===== src/rtl/shift_issue_stage.sv =====
// Issue stage for the 16-bit barrel shifter: operand FIFO, opcode decode and a registered result slot.
// Optional macro SHIFT_ISSUE_ZFLAG_EN adds the registered zero flag on out_z; otherwise out_z is tied low.
module shift_issue_stage #(
  parameter int DEPTH = 2
) (
  input  logic        clk,
  input  logic        rst,
  input  logic        in_valid,
  output logic        in_ready,
  input  logic [15:0] in_instr,
  input  logic [15:0] in_rs_val,
  output logic [15:0] sh_in,
  output logic [3:0]  sh_val,
  output logic [1:0]  sh_mode,
  input  logic [15:0] sh_out,
  output logic        out_valid,
  input  logic        out_ready,
  output logic [15:0] out_data,
  output logic [3:0]  out_rd,
  output logic        out_z,
  output logic        illegal
);

  localparam int PW = $clog2(DEPTH);
  localparam int CW = $clog2(DEPTH + 1);
  localparam logic [CW-1:0] FULL = CW'(DEPTH);

  logic [15:0]   r_val  [DEPTH];
  logic [3:0]    r_imm  [DEPTH];
  logic [1:0]    r_mode [DEPTH];
  logic [3:0]    r_rd   [DEPTH];
  logic [PW-1:0] r_wrPtr;
  logic [PW-1:0] r_rdPtr;
  logic [CW-1:0] r_count;

  logic        r_outValid;
  logic [15:0] r_outData;
  logic [3:0]  r_outRd;
  logic        r_illegal;

  logic       w_legal;
  logic [1:0] w_mode;
  logic       w_accept;
  logic       w_push;
  logic       w_pop;
  logic       w_empty;
  logic       w_unusedRs;

  // rs is resolved upstream; only its value arrives here
  assign w_unusedRs = ^in_instr[7:4];

  always_comb begin
    w_legal = 1'b1;
    w_mode  = 2'b00;
    case (in_instr[15:12])
      4'b0100: w_mode = 2'b00;
      4'b0101: w_mode = 2'b01;
      4'b0110: w_mode = 2'b10;
      default: begin
        w_legal = 1'b0;
        w_mode  = 2'b11;
      end
    endcase
  end

  assign w_empty  = (r_count == '0);
  assign in_ready = (r_count != FULL);
  assign w_accept = in_valid & in_ready;
  assign w_push   = w_accept & w_legal;
  assign w_pop    = !w_empty & (!r_outValid | out_ready);

  // Empty FIFO presents mode 2'b11 so the shifter simply passes its operand through
  assign sh_in   = w_empty ? 16'h0000 : r_val[r_rdPtr];
  assign sh_val  = w_empty ? 4'h0    : r_imm[r_rdPtr];
  assign sh_mode = w_empty ? 2'b11   : r_mode[r_rdPtr];

  always_ff @(posedge clk or posedge rst) begin
    if (rst) begin
      for (int i = 0; i < DEPTH; i++) begin
        r_val[i]  <= '0;
        r_imm[i]  <= '0;
        r_mode[i] <= '0;
        r_rd[i]   <= '0;
      end
      r_wrPtr <= '0;
      r_rdPtr <= '0;
      r_count <= '0;
    end else begin
      if (w_push) begin
        r_val[r_wrPtr]  <= in_rs_val;
        r_imm[r_wrPtr]  <= in_instr[3:0];
        r_mode[r_wrPtr] <= w_mode;
        r_rd[r_wrPtr]   <= in_instr[11:8];
        r_wrPtr         <= r_wrPtr + PW'(1);
      end
      if (w_pop) begin
        r_rdPtr <= r_rdPtr + PW'(1);
      end
      if (w_push && !w_pop) begin
        r_count <= r_count + CW'(1);
      end else if (w_pop && !w_push) begin
        r_count <= r_count - CW'(1);
      end
    end
  end

  // Result slot only clears valid when drained without a replacement arriving
  always_ff @(posedge clk or posedge rst) begin
    if (rst) begin
      r_outValid <= 1'b0;
      r_outData  <= '0;
      r_outRd    <= '0;
      r_illegal  <= 1'b0;
    end else begin
      r_illegal <= w_accept & !w_legal;
      if (w_pop) begin
        r_outValid <= 1'b1;
        r_outData  <= sh_out;
        r_outRd    <= r_rd[r_rdPtr];
      end else if (r_outValid && out_ready) begin
        r_outValid <= 1'b0;
      end
    end
  end

`ifdef SHIFT_ISSUE_ZFLAG_EN
  logic r_outZ;

  always_ff @(posedge clk or posedge rst) begin
    if (rst) begin
      r_outZ <= 1'b0;
    end else if (w_pop) begin
      r_outZ <= (sh_out == 16'h0000);
    end
  end

  assign out_z = r_outZ;
`else
  assign out_z = 1'b0;
`endif

  assign out_valid = r_outValid;
  assign out_data  = r_outData;
  assign out_rd    = r_outRd;
  assign illegal   = r_illegal;

endmodule

===== config.mk =====
export PLATFORM = sky130hd
export DESIGN_NAME = shift_issue_stage
export DESIGN_NICKNAME = d
export VERILOG_FILES = /design/src/rtl/shift_issue_stage.sv
export SDC_FILE = /design/constraint.sdc
export NUM_CORES = 1
export LEC_CHECK = 0
export ABC_AREA = 1
export BUFFER_PORTS_ARGS = -buffer_cell sky130_fd_sc_hd__buf_2
export CORE_MARGIN = 2
export CORE_UTILIZATION = 25
export CTS_CLUSTER_SIZE = 8
export DETAILED_ROUTE_END_ITERATION = 6
export GPL_ROUTABILITY_DRIVEN = 1
export PLACE_DENSITY = 0.48
export SLEW_MARGIN = 20
export SYNTH_ARGS = -nofsm -noshare
export SYNTH_HDL_FRONTEND = slang
export SYNTH_SLANG_ARGS = --single-unit

===== constraint.sdc =====
create_clock -name clk -period 4.4 [get_ports clk]
set_input_delay 0 -clock clk [delete_from_list [all_inputs] [get_ports clk]]
set_output_delay 0 -clock clk [all_outputs]
set_load 0.02 [all_outputs]

==> flow_summary.toml <==
[sta]
rsz0062_at_grt = "no"
finalCritPeriodShare = 0.616
period_needed_ns = 2.71
hold_viol = 0
max_freq_ghz = 0.369
setup_viol = 0
slew_headroom = 0.355
fin_skew_ns = 0.00750
finalMaxSlewViolations = 0
hold_ws_ns = 0.0227
tightest_slew_ns = 0.966
tns_ns = 0

[power_and_ir_drop]
power_mw = 3.54
leakagePower_nw = 2.56
ir_worst_vdd_mv = 0.261
p_per_area_nw_per_um2 = 733

[min_path]
hp-class = "primary input to register"
worstHoldPathCells = 4
min_to = "r_mode[1]"
hp-start = "in_instr[13]"

[critical_path]
reg2reg_to = "r_count[1]"
crit_type = "register to register"
cpPeakStageDelay_ns = 0.76
crit_cells = 7
cp_top_family = "simple AND/OR/NAND/NOR gates"
cp_num_buf_inv = 2
cpMostUsedCell = "nor2_2"
endpoint_kind = "register"
cp_slowest_cell = "nor2_2"
arrival_ns = 2.92
rr_worst_depth = 7
path_cells = "nor2_2 > buf_4 > nor2_2 > inv_2 > ha_1 > nand3b_1 > xnor2_1"
r2r-start = "r_count[0]"
cp.required_ns = 4.61
worstSetupStartpointType = "register"
r2r_slack_ns = 1.69
worstPathMaxFanout = 23

[clock_tree]
h-tree-depth = 3
numCtsBuffers = 9
clk_path_buf_depth = 2
cts-root-buf = "clkbuf_16"
clkLatencyLatePin_ns = 0.34
numClockSinks = 78
clkSlewWorstSetupHoldPaths_ns = 0.06
tritoncts = "yes"

[routing]
drtAntennaViolNets = 0
avgRoutedWirePerCell_um = 13.2
drtIter0Drc = 170
via_per_inst = 4.29
num_vias = 3163
first_pass_iters = 4
drt-total-wl_um = 9760
drcViolationCount = 0

[floorplanning]
die_x_um = 122
dieArea_um2 = 15000
fp.dieH_um = 122
io_pins = 98
rows = 43
core-area_um2 = 13800
initial_core_util = 0.255

[synth]
synth_area_um2 = 3510
synthCells = 428
synth_cell_types = 25
avgSynthCellArea_um2 = 8.20
synth.largest_area_cell = "dfrtp_1"
synthTopCellsByArea = "dfrtp_1, nand2_1, nand3_1"
ys_seq_elements = 78
ys_warn_count = 0
yosysTopAreaCellShare = 0.556
syn_nets = 481
yosysSeqAreaShare = 0.556

[cells_and_area]
n_fill_cell = 1504
drive_above_1_share = 0.233
post-route-util = 0.351
fin_cells = 737
diodes = 0
finalNetCount = 606
synthToLayoutAreaGrowth_pct = 37.8

[global_routing]
grt_pass1_wl_um = 15600
grt_max_degree = 61
overflow = 0
antenna_found_initial = 0
grt_pass1_vias = 2982
grt_use_total = 0.138

[run]
max-cap-violations = 0

[place]
dp.cells = 679
dpl.hpwl_um = 5800
io_buffer_count = 92
gp_congestion = 0.716

[run_status]
status = "finished, final reports clean"
## metal layers
layer | GRT usage | part of all wire | vias to the layer above | routed length [um]
met5 | 0 | 0 | - | 0
met4 | 0.0474 | 0.015 | 0 | 144
met3 | 0.0325 | 0.054 | 10 | 530
met2 | 0.225 | 0.49 | 80 | 4750
met1 | 0.178 | 0.44 | 1474 | 4330
li1 | - | - | 1599 | -
## registers in the layout, indices dropped and copies added (netlist names)
name,cells
r_count,2
out_rd,4
r_rd,8
out_valid,1
r_wrPtr,1
illegal,1
r_val,32
r_rdPtr,1
out_data,16
r_imm,8
r_mode,4
## final cells by class
cell class | instances | area [um2] | area share
repair buffers | 140 | 928 | 0.192
clock inverters | 4 | 70.1 | 0.0145
clock buffers | 11 | 253 | 0.0523
flip-flops and latches | 78 | 1950 | 0.404
well taps | 180 | 225 | 0.0466
multi-input cells | 313 | 1360 | 0.282
inverters | 11 | 42.5 | 0.00880
## what timing repair did
item                      4_1_cts  5_1_grt
hold endpoints to repair       84        0
resized for setup               0        0
hold buffers                   43        0
buffers inserted                0        0
## power breakdown
group          internal (mW)  switching, mW  total [mW]
sequential              1.06          0.181        1.24
combinational          0.484           1.01        1.49
clock                  0.522          0.286       0.808
total                   2.07           1.48        3.54
## stage by stage
| step | worst slack (ns) | instance area, um2 |
|---|---|---|
| after floorplan | 2.40 | 3510 |
| after CTS | 1.59 | 4830 |
| after global placement | 1.70 | 4080 |
| final | 1.69 | 4830 |
| after global routing | 1.41 | 4830 |
| after detailed placement | 1.61 | 4080 |
## cells in the mapped netlist, drive strengths merged
master,n
a21oi,21
buf,20
clkbuf,6
conb,1
dfrtp,78
ha,1
inv,11
nand2,211
nand3,57
nand3b,1
nor2,6
o211ai,4
o21ai,2
or2,6
xnor2,2
xor2,1
## worst max-delay path by stage
stage	start	to
2_1_floorplan	rst	illegal
3_3_place_gp	r_count[1]	r_count[1]
3_5_place_dp	r_count[1]	r_count[1]
4_1_cts	r_count[1]	r_count[1]
5_1_grt	r_count[0]	r_count[1]
6_report	r_count[0]	r_count[1]
## logic make-up after synthesis
family                   share of synthesized area
AO/OA/AOI/OAI                               0.0424
buffers and inverters                       0.0560
flip-flops                                   0.556
XOR/XNOR                                   0.00749
adder cells (fa/ha/maj)                    0.00356
AND/OR/NAND/NOR                              0.333
other                                      0.00107
## cell usage in the layout (no fill, tap or decap)
cell type	Yosys	final
nand2_2	2	2
o211ai_1	4	4
a21oi_1	20	20
xnor2_1	2	2
a21oi_2	1	1
nor2_1	4	3
clkbuf_16	0	9
nor2_2	1	2
buf_2	13	92
ha_1	1	1
dlygate4sd3_1	0	43
nor2_4	1	1
clkinv_2	0	3
nand2_1	209	209
conb_1	1	1
nand3b_1	1	1
inv_1	8	7
o21ai_0	2	2
clkbuf_8	0	2
or2_2	6	6
inv_2	3	3
xor2_1	1	1
buf_4	1	5
bufinv_16	0	2
nand3_2	2	2
nand3_1	55	55
dfrtp_1	78	78
## worst register-to-register path, stage by stage (launching register included)
cell and delay [ns]:
dfrtp_1 0.43, nor2_2 0.06, buf_4 0.23, nor2_2 0.76, inv_2 0.38, ha_1 0.41, nand3b_1 0.18, xnor2_1 0.14
Power figures use the tool's default switching activity.
